`src/rtl/sd_spi_card_responder_if.sv`:
```
// SPI-side and block-memory-side signal bundle for the SD SPI card responder.
// The slave modport is the card; the master modport is the host/memory side.
interface sd_spi_card_responder_if #(
   parameter int unsigned BLOCK_BYTES = 512
);
   localparam int unsigned AW = $clog2(BLOCK_BYTES);

   logic          sclk;
   logic          cs_n;
   logic          mosi;
   logic          miso;
   logic [AW-1:0] mem_addr;
   logic [31:0]   mem_blk;
   logic [7:0]    mem_data;
   logic          cmd_valid;
   logic [5:0]    cmd_index;
   logic [31:0]   cmd_arg;
   logic          busy;

   modport slave (
      input  sclk, cs_n, mosi, mem_data,
      output miso, mem_addr, mem_blk, cmd_valid, cmd_index, cmd_arg, busy
   );

   modport master (
      output sclk, cs_n, mosi, mem_data,
      input  miso, mem_addr, mem_blk, cmd_valid, cmd_index, cmd_arg, busy
   );
endinterface

```
`src/rtl/sd_spi_card_responder.sv`:
```
// SD card SPI-mode responder: decodes command frames, answers R1, serves CMD17 block reads.
// Optional CRC7 check of incoming frames when CRC7_CHECK_EN is defined.
module sd_spi_card_responder #(
   parameter int unsigned NCR         = 1,
   parameter int unsigned NAC         = 2,
   parameter int unsigned BLOCK_BYTES = 512
) (
   input logic                    clk,
   input logic                    rst,
   sd_spi_card_responder_if.slave bus
);
   localparam int unsigned AW = $clog2(BLOCK_BYTES);
   localparam int unsigned CW = 13;

   localparam logic [2:0] S_IDLE     = 3'd0;
   localparam logic [2:0] S_CMD_RX   = 3'd1;
   localparam logic [2:0] S_NCR_WAIT = 3'd2;
   localparam logic [2:0] S_R1_TX    = 3'd3;
   localparam logic [2:0] S_NAC_WAIT = 3'd4;
   localparam logic [2:0] S_TOKEN_TX = 3'd5;
   localparam logic [2:0] S_DATA_TX  = 3'd6;
   localparam logic [2:0] S_CRC_TX   = 3'd7;

   logic [2:0]    state_q, state_d;
   logic          sclk_q;
   logic [47:0]   frame_q, frame_d;
   logic [5:0]    rx_cnt_q, rx_cnt_d;
   logic [7:0]    tx_q, tx_d;
   logic [2:0]    bit_cnt_q, bit_cnt_d;
   logic [CW-1:0] byte_cnt_q, byte_cnt_d;
   logic [7:0]    r1_q, r1_d;
   logic          data_ph_q, data_ph_d;
   logic          clr_idle_q, clr_idle_d;
   logic          idle_q, idle_d;
   logic [AW-1:0] mem_addr_q, mem_addr_d;
   logic [31:0]   mem_blk_q, mem_blk_d;
   logic          cmd_valid_q, cmd_valid_d;
   logic [5:0]    cmd_index_q, cmd_index_d;
   logic [31:0]   cmd_arg_q, cmd_arg_d;

   logic rise, fall, frame_ok, crc_bad;

   assign rise     = !sclk_q &  bus.sclk;
   assign fall     =  sclk_q & !bus.sclk;
   assign frame_ok = frame_q[46] & frame_q[0];

`ifdef CRC7_CHECK_EN
   function automatic logic [6:0] crc7(input logic [39:0] d);
      logic [6:0] c;
      logic       fb;
      c = '0;
      for (int unsigned i = 0; i < 40; i++) begin
         fb = d[39-i] ^ c[6];
         c  = {c[5:0], 1'b0};
         if (fb) c = c ^ 7'h09;
      end
      return c;
   endfunction

   assign crc_bad = (crc7(frame_q[47:8]) != frame_q[7:1]);
`else
   logic unused_frame_bits;
   assign unused_frame_bits = ^{frame_q[47], frame_q[7:1]};
   assign crc_bad = 1'b0;
`endif

   always_comb begin
      state_d     = state_q;
      frame_d     = frame_q;
      rx_cnt_d    = rx_cnt_q;
      tx_d        = tx_q;
      bit_cnt_d   = bit_cnt_q;
      byte_cnt_d  = byte_cnt_q;
      r1_d        = r1_q;
      data_ph_d   = data_ph_q;
      clr_idle_d  = clr_idle_q;
      idle_d      = idle_q;
      mem_addr_d  = mem_addr_q;
      mem_blk_d   = mem_blk_q;
      cmd_valid_d = 1'b0;
      cmd_index_d = cmd_index_q;
      cmd_arg_d   = cmd_arg_q;

      if (bus.cs_n) begin
         state_d   = S_IDLE;
         tx_d      = '1;
         rx_cnt_d  = '0;
         bit_cnt_d = '0;
      end else begin
         case (state_q)
            S_IDLE: begin
               if (rise && !bus.mosi) begin
                  state_d  = S_CMD_RX;
                  rx_cnt_d = 6'd1;
                  frame_d  = {frame_q[46:0], 1'b0};
               end
            end

            S_CMD_RX: begin
               if (rx_cnt_q == 6'd48) begin
                  rx_cnt_d = '0;
                  if (frame_ok) begin
                     cmd_valid_d = 1'b1;
                     cmd_index_d = frame_q[45:40];
                     cmd_arg_d   = frame_q[39:8];
                     mem_blk_d   = frame_q[39:8];
                     state_d     = S_NCR_WAIT;
                     byte_cnt_d  = '0;
                     bit_cnt_d   = '0;
                     data_ph_d   = 1'b0;
                     clr_idle_d  = 1'b0;
                     if (crc_bad) begin
                        r1_d = {7'b0000100, idle_q};
                     end else begin
                        case (frame_q[45:40])
                           6'd0: begin
                              r1_d   = 8'h01;
                              idle_d = 1'b1;
                           end
                           6'd1: begin
                              r1_d       = {7'd0, idle_q};
                              clr_idle_d = 1'b1;
                           end
                           6'd17: begin
                              r1_d      = idle_q ? 8'h05 : 8'h00;
                              data_ph_d = !idle_q;
                           end
                           default: r1_d = {7'b0000010, idle_q};
                        endcase
                     end
                  end else begin
                     state_d = S_IDLE;
                  end
               end else if (rise) begin
                  frame_d  = {frame_q[46:0], bus.mosi};
                  rx_cnt_d = rx_cnt_q + 6'd1;
               end
            end

            default: begin
               // Transmit phases: a byte boundary (bit_cnt == 0) selects the next byte and phase.
               if (fall) begin
                  bit_cnt_d = bit_cnt_q + 3'd1;
                  if (bit_cnt_q != 3'd0) begin
                     tx_d = {tx_q[6:0], 1'b1};
                  end else begin
                     case (state_q)
                        S_NCR_WAIT: begin
                           if (byte_cnt_q == CW'(NCR)) begin
                              tx_d    = r1_q;
                              state_d = S_R1_TX;
                           end else begin
                              tx_d       = 8'hFF;
                              byte_cnt_d = byte_cnt_q + CW'(1);
                           end
                        end
                        S_R1_TX: begin
                           if (clr_idle_q) idle_d = 1'b0;
                           tx_d = 8'hFF;
                           if (data_ph_q) begin
                              state_d    = S_NAC_WAIT;
                              byte_cnt_d = CW'(1);
                           end else begin
                              state_d   = S_IDLE;
                              bit_cnt_d = '0;
                           end
                        end
                        S_NAC_WAIT: begin
                           if (byte_cnt_q == CW'(NAC)) begin
                              tx_d       = 8'hFE;
                              state_d    = S_TOKEN_TX;
                              mem_addr_d = '0;
                           end else begin
                              tx_d       = 8'hFF;
                              byte_cnt_d = byte_cnt_q + CW'(1);
                           end
                        end
                        S_TOKEN_TX: begin
                           tx_d       = bus.mem_data;
                           mem_addr_d = mem_addr_q + AW'(1);
                           byte_cnt_d = CW'(1);
                           state_d    = S_DATA_TX;
                        end
                        S_DATA_TX: begin
                           if (byte_cnt_q == CW'(BLOCK_BYTES)) begin
                              tx_d       = 8'h00;
                              state_d    = S_CRC_TX;
                              byte_cnt_d = CW'(1);
                           end else begin
                              tx_d       = bus.mem_data;
                              mem_addr_d = mem_addr_q + AW'(1);
                              byte_cnt_d = byte_cnt_q + CW'(1);
                           end
                        end
                        S_CRC_TX: begin
                           if (byte_cnt_q == CW'(2)) begin
                              tx_d      = 8'hFF;
                              state_d   = S_IDLE;
                              bit_cnt_d = '0;
                           end else begin
                              tx_d       = 8'h00;
                              byte_cnt_d = byte_cnt_q + CW'(1);
                           end
                        end
                        default: ;
                     endcase
                  end
               end
            end
         endcase
      end
   end

   always_ff @(posedge clk) begin
      if (rst) begin
         state_q     <= S_IDLE;
         sclk_q      <= 1'b1;
         frame_q     <= '1;
         rx_cnt_q    <= '0;
         tx_q        <= '1;
         bit_cnt_q   <= '0;
         byte_cnt_q  <= '0;
         r1_q        <= '1;
         data_ph_q   <= 1'b0;
         clr_idle_q  <= 1'b0;
         idle_q      <= 1'b1;
         mem_addr_q  <= '0;
         mem_blk_q   <= '0;
         cmd_valid_q <= 1'b0;
         cmd_index_q <= '0;
         cmd_arg_q   <= '0;
      end else begin
         state_q     <= state_d;
         sclk_q      <= bus.sclk;
         frame_q     <= frame_d;
         rx_cnt_q    <= rx_cnt_d;
         tx_q        <= tx_d;
         bit_cnt_q   <= bit_cnt_d;
         byte_cnt_q  <= byte_cnt_d;
         r1_q        <= r1_d;
         data_ph_q   <= data_ph_d;
         clr_idle_q  <= clr_idle_d;
         idle_q      <= idle_d;
         mem_addr_q  <= mem_addr_d;
         mem_blk_q   <= mem_blk_d;
         cmd_valid_q <= cmd_valid_d;
         cmd_index_q <= cmd_index_d;
         cmd_arg_q   <= cmd_arg_d;
      end
   end

   assign bus.miso      = tx_q[7];
   assign bus.mem_addr  = mem_addr_q;
   assign bus.mem_blk   = mem_blk_q;
   assign bus.cmd_valid = cmd_valid_q;
   assign bus.cmd_index = cmd_index_q;
   assign bus.cmd_arg   = cmd_arg_q;
   assign bus.busy      = (state_q != S_IDLE);
endmodule

```
`src/flat_wrapper.sv`:
```
// flat-port wrapper written by rule: the top's interface ports become plain ports
module sd_spi_card_responder_flat 
#(
   parameter int unsigned NCR         = 1,
   parameter int unsigned NAC         = 2,
   parameter int unsigned BLOCK_BYTES = 512
)
  (clk, rst, bus_sclk, bus_cs_n, bus_mosi, bus_mem_data, bus_miso, bus_mem_addr, bus_mem_blk, bus_cmd_valid, bus_cmd_index, bus_cmd_arg, bus_busy);
  sd_spi_card_responder_if #(.BLOCK_BYTES(BLOCK_BYTES)) bus_i ();
  input logic clk;
  input logic rst;
  input wire logic [$bits(bus_i.sclk)-1:0] bus_sclk;
  input wire logic [$bits(bus_i.cs_n)-1:0] bus_cs_n;
  input wire logic [$bits(bus_i.mosi)-1:0] bus_mosi;
  input wire logic [$bits(bus_i.mem_data)-1:0] bus_mem_data;
  output wire logic [$bits(bus_i.miso)-1:0] bus_miso;
  output wire logic [$bits(bus_i.mem_addr)-1:0] bus_mem_addr;
  output wire logic [$bits(bus_i.mem_blk)-1:0] bus_mem_blk;
  output wire logic [$bits(bus_i.cmd_valid)-1:0] bus_cmd_valid;
  output wire logic [$bits(bus_i.cmd_index)-1:0] bus_cmd_index;
  output wire logic [$bits(bus_i.cmd_arg)-1:0] bus_cmd_arg;
  output wire logic [$bits(bus_i.busy)-1:0] bus_busy;
  assign bus_i.sclk = bus_sclk;
  assign bus_i.cs_n = bus_cs_n;
  assign bus_i.mosi = bus_mosi;
  assign bus_i.mem_data = bus_mem_data;
  assign bus_miso = bus_i.miso;
  assign bus_mem_addr = bus_i.mem_addr;
  assign bus_mem_blk = bus_i.mem_blk;
  assign bus_cmd_valid = bus_i.cmd_valid;
  assign bus_cmd_index = bus_i.cmd_index;
  assign bus_cmd_arg = bus_i.cmd_arg;
  assign bus_busy = bus_i.busy;
  sd_spi_card_responder #(.NCR(NCR), .NAC(NAC), .BLOCK_BYTES(BLOCK_BYTES)) u_core (.clk(clk), .rst(rst), .bus(bus_i));
endmodule
```
`config.mk`:
```
export PLATFORM = sky130hd
export DESIGN_NAME = sd_spi_card_responder_flat
export DESIGN_NICKNAME = d
export VERILOG_FILES = /design/src/rtl/sd_spi_card_responder_if.sv /design/src/rtl/sd_spi_card_responder.sv /design/src/flat_wrapper.sv
export SDC_FILE = /design/constraint.sdc
export NUM_CORES = 1
export LEC_CHECK = 0
export CAP_MARGIN = 10
export CORE_MARGIN = 4
export CORE_UTILIZATION = 54
export DETAILED_ROUTE_END_ITERATION = 12
export PLACE_DENSITY = 0.91
export SLEW_MARGIN = 20
export SYNTH_ARGS = -nofsm -noshare
export SYNTH_HDL_FRONTEND = slang
export SYNTH_SLANG_ARGS = --single-unit
```
`constraint.sdc`:
```
create_clock -name clk -period 2.91 [get_ports clk]
set_input_delay 0.4365 -clock clk [delete_from_list [all_inputs] [get_ports clk]]
set_output_delay 0.4365 -clock clk [all_outputs]
set_load 0.02 [all_outputs]
```
## Yosys cells after proc, flatten, opt, wreduce, memory -nomap -nowiden

Cells that the tools add are included.

| word-level totals | value |
|---|---|
| logic and storage cells | 150 |
| bits of input ports | 13 |
| memories kept | 0 |
| memory bits (writable) | 0 |
| ROM bits | 0 |
| output and inout port bits | 82 |
| bits in registers | 140 |
| latch bits | 0 |

| operators by class | value |
|---|---|
| shift-type cells | 0 |
| bitwise operators | 9 |
| div/mod/pow operators | 0 |
| multipliers | 0 |
| order comparisons | 0 |
| eq/ne operators | 31 |
| reduce and logical (&&, ||, !) cells | 31 |
| $add $sub $neg | 4 |
| muxes and demuxes | 60 |

Operators by type and width:

| operator | number |
|---|---|
| 2-to-1 mux 47 bit | 3 |
| 2-to-1 mux 13 bit | 8 |
| case mux 47 bit (2 select lines) | 1 |
| case mux 13 bit (5 select lines) | 1 |
| 2-to-1 mux 3 bit | 16 |
| case mux 8 bit (6 select lines) | 1 |
| 2-to-1 mux 8 bit | 4 |
| case mux 9 bit (3 select lines) | 1 |
| case mux 13 bit (2 select lines) | 1 |
| case mux 8 bit (3 select lines) | 1 |
| 2-to-1 mux 6 bit | 3 |
| 2-to-1 mux 9 bit | 2 |
| case mux 3 bit (2 select lines) | 3 |
| case mux 3 bit (6 select lines) | 1 |
| AND reduction 9 bit | 2 |
| adder 13 x 1 -> 13 bit (second input constant) | 1 |
| equality test 13 x 1 -> 1 bit (second input constant) | 1 |
| equality test 13 x 10 -> 1 bit (second input constant) | 1 |
| equality test 13 x 2 -> 1 bit (second input constant) | 1 |
| equality test 3 bit (second input constant) | 4 |
| != test 4 x 1 -> 1 bit (second input constant) | 3 |
| case mux 6 bit (2 select lines) | 1 |
| nonzero test 3 bit | 4 |
| 2-to-1 mux 1 bit | 11 |
| other kinds (32) | 60 |

## Logic depth before layout (Yosys ltp)

| depth | value |
|---|---|
| depth after elaboration | 6 |
| gate-level depth with buffers | 10 |
| mapped depth without buffers | 7 |

## Worst setup path after synthesis

OpenSTA, ideal clock, no wires.

| timing | value |
|---|---|
| kind | register -> register |
| from | register u_core.bit_cnt_q[0] |
| to | register u_core.mem_addr_q[0], in the netlist u_core.bus.mem_addr[0] |
| setup time | 0.122 ns |
| data required time | 2.788 ns |
| clock period less this slack | 2.131 ns |
| stages on the path, launching flop included | 10 |
| arrival | 2.009 ns |
| path buffers | 2 |
| slack | 0.779 ns |
| path through | dfxtp_1 -> inv_1 -> ha_1 -> nor4bb_1 -> buf_2 -> nor4b_2 -> o211ai_2 -> buf_2 -> nand3b_1 -> mux2i_1 |

| between the ends | value |
|---|---|
| longest elaborated chain between the ends | 3 |

RTL lines:

| element | line | text |
|---|---|---|
| start, declared | sd_spi_card_responder.sv:29 | `logic [2:0] bit_cnt_q, bit_cnt_d;` |
| start signal, assigned | sd_spi_card_responder.sv:238 | `bit_cnt_q <= bit_cnt_d;` |
| nonzero test 3 bit | sd_spi_card_responder.sv:144 | `if (bit_cnt_q != 3'd0) begin` |
| NOT 1 bit (no line) | - |  |
| AND reduction 7 bit (no line) | - |  |
| end signal, assigned | sd_spi_card_responder.sv:244 | `mem_addr_q <= mem_addr_d;` |
| end, declared | sd_spi_card_responder.sv:35 | `logic [AW-1:0] mem_addr_q, mem_addr_d;` |

No other way between the ends.
A chain may end at the register's enable or synchronous reset.

## Worst setup path after layout

| timing | value |
|---|---|
| from | register u_core.state_q[2] |
| to | output bus_busy |

| between the ends | value |
|---|---|
| longest elaborated chain between the ends | 1 |

RTL lines:

| element | line | text |
|---|---|---|
| start, declared | sd_spi_card_responder.sv:24 | `logic [2:0] state_q, state_d;` |
| start signal, assigned | sd_spi_card_responder.sv:233 | `state_q <= state_d;` |
| nonzero test 3 bit | sd_spi_card_responder.sv:258 | `assign bus.busy = (state_q != S_IDLE);` |
| end, declared | flat_wrapper.sv:22 | `output wire logic [$bits(bus_i.busy)-1:0] bus_busy;` |

No other way between the ends.

==> run summary <==
Nets = 865
H-Tree Depth = 4
Pre-Repair DR Iteration Count = 5
clock sinks = 135
Post-CTS Repair Setup Buffers = 0
IR drop worst, VDD = 0.000443 V
DP Cell Count = 967
Antenna diodes = 0
WS Path Type = reg -> out
RSZ-0062 raised after global routing = no
num rows = 39
Synth Instances = 794
CP peak stage delay = 0.56 ns
CP arrival = 2.09 ns
outcome = finished clean
PortBufs = 94
vias in the first global route = 5573
WL per Instance = 14.9 um
fmax = 396 MHz
Area Growth Syn to Fin = 22.7%
WP data required = 2.47 ns
die extent in y = 116 um
most common cell after layout, fill and taps aside = nand2_1
layer with the highest usage = met2
ANT nets after route = 0
Yosys top cell area share = 42.8%
Post-DP Area = 7140 sq um
GR Overflow Total = 0
Cell Area, Synth = 6320 sq um
# IOs = 95
gr usage total = 22.9%
Initial DRC Count = 535
Primary FF master, synth = dfxtp_1
met2 usage = 38.3%
post-synth top area cell = dfxtp_1
Yosys reg bits = 135
CTS Buf Count = 17
Post-Layout Cell Count = 999
crit path max fanout = 13
share of layout cells above drive strength 1 = 9.00%
multi-input logic area = 3130 sq um
largest net degree at the start of global routing = 49
Hold Path Class = reg -> reg
Slew @ Worst Pin = 0.772 ns
Static Leak = 2.83 nW
Post-synth EDFFs = 0
share of synthesized registers carrying an async set or reset = 0%
Cell Pwr Density = 547 nW/um^2
Worst-path clk slew = 0.06 ns
GR Util met1 = 29.4%
final WL = 14900 um
slowest stage cell, crit path = clkdlybuf4s50_1
FILL cells = 899
GP Congestion = 0.873
Initial Util = 55.3%
cts repair resizes = 0
vias per cell = 5.83
post-synthesis cell type count = 72
first-pass GRT wire length = 25400 um
YS warnings = 0
DRC = 0
Fin Clk Skew = 0.0110 ns
Setup crit end kind = primary output
Post-CTS Hold Fix Bufs = 0
Final Cell Area = 7750 sq um
net count after synthesis = 816
Final Hold Fails = 0
critical path's top delay family = buffers and inverters
CTS tree = done
post-synthesis area per instance = 7.96 sq um
clock latency on the worst-skew pair = 0.41 ns
Period minus WS final = 2.52 ns
Max-cap violations = 0
most frequent cells in the layout = nand2_1, dfxtp_1, clkdlybuf4s50_1
Buf+Inv Stages, Crit Path = 2
startpoint types = flop
storage element area = 2700 sq um
max_slew headroom = 48.0%
Placeable Area = 11400 sq um
HPWL after DPL = 9600 um
CTS max path bufs = 2
total negative slack = 0 ns
worst path cell trace = buf_4 -> nor2_1 -> nand2_1 -> clkdlybuf4s50_1
DIE AREA = 13500 sq um
via count = 5823
Max Slew Vio Count = 0
CTS root buffer = clkbuf_16
Finish-stage setup viols = 0
synth top area cells = dfxtp_1, nand2_1, a21oi_1
Die W = 116 um
Final Cycle Share = 86.7%
met3 Use GR = 5.23%
antenna violations before repair = 0
post-synthesis sequential area ratio = 42.8%
-- where the power goes --
group	total (W)	switching [W]	internal (W)	leakage (nW)
Clock	0.00220	0.000894	0.00130	0.296
Sequential	0.00189	0.0000188	0.00187	1.09
Combinational	0.000152	0.0000922	0.0000600	1.44
-- sequential cells by signal (all words and copies together) (netlist names) --
name	cells
u_core.frame_q	47
u_core.bus.cmd_arg	32
u_core.byte_cnt_q	13
u_core.bus.mem_addr	9
u_core.tx_q	8
u_core.bus.cmd_index	6
u_core.rx_cnt_q	6
u_core.bit_cnt_q	3
u_core.r1_q	3
u_core.state_q	3
u_core.bus.cmd_valid	1
u_core.clr_idle_q	1
u_core.data_ph_q	1
u_core.idle_q	1
u_core.sclk_q	1
-- Yosys cell counts, types with 6 or more instances --
| cell | number |
|---|---|
| nand2_1 | 193 |
| dfxtp_1 | 135 |
| a21oi_1 | 90 |
| nand3_1 | 63 |
| clkbuf_1 | 38 |
| buf_4 | 33 |
| nor2_1 | 26 |
| o21ai_0 | 20 |
| nand4_1 | 14 |
| inv_1 | 11 |
| o31ai_1 | 11 |
| mux2i_1 | 10 |
| nand3b_1 | 10 |
| ha_1 | 9 |
| o211ai_1 | 9 |
| or4_1 | 9 |
| nor3_1 | 8 |
| and2_1 | 7 |
| buf_2 | 6 |
| nor2b_1 | 6 |
| or3_1 | 6 |
-- kinds of logic (layout without fill, tap and decap cells) --
group	count (synthesis)	count (layout)	share of synthesized area [%]
compound gates	170	170	17.0
flops	135	135	42.8
fa+ha+maj	9	9	1.78
xor+xnor	1	1	0.139
buf+inv	94	156	7.90
simple gates	375	375	28.9
mux	10	10	1.58
-- routing by layer --
metal	up-vias	wire length [um]	part of all wire, %
li1	2851	-	-
met1	2706	6440	43
met2	242	7150	48
met3	24	1110	7.4
met4	0	213	1.4
met5	-	0	0
-- through the flow --
| stage | total power (W) | setup WS, ns | hold slack (ns) | utilization, % |
|---|---|---|---|---|
| after CTS | 0.00426 | 0.421 | 0.459 | 67.9 |
| after global routing | 0.00438 | 0.324 | 0.482 | 67.9 |
| after detailed placement | 0.00207 | 0.324 | 0.450 | 62.5 |
| after global placement | 0.00207 | 0.380 | 0.444 | 62.5 |
| after floorplan | 0.00202 | 0.779 | 0.432 | - |
| final | 0.00424 | 0.386 | 0.456 | 67.9 |
-- cell type report --
| class | instances | share of cell area (%) |
|---|---|---|
| clock buffer | 17 | 5.49 |
| clock inverter | 15 | 2.36 |
| inverter | 12 | 0.581 |
| multi-input combinational | 565 | 40.4 |
| sequential | 135 | 34.9 |
| tap | 143 | 2.31 |
| timing repair buffer | 112 | 14.0 |
-- worst min-delay path, delay by kind of cell, from the launching register on --
family	cells	cell delay [ns]
AOI/OAI and AO/OA	1	0.05
and+or+nand+nor	1	0.05
DFF	1	0.31
-- path summary, 6_finish.rpt --
check | startpoint | end | slack, ns | cells after the start
setup / recovery | u_core.state_q[2] | bus_busy | 0.39 | 4
hold / removal | u_core.bus.cmd_index[4] | u_core.bus.cmd_index[4] | 0.46 | 2
setup reg to reg | u_core.state_q[2] | u_core.byte_cnt_q[8] | 0.49 | 5
hold reg to reg | u_core.bus.cmd_index[4] | u_core.bus.cmd_index[4] | 0.46 | 2
Power figures use the tool's default switching activity.
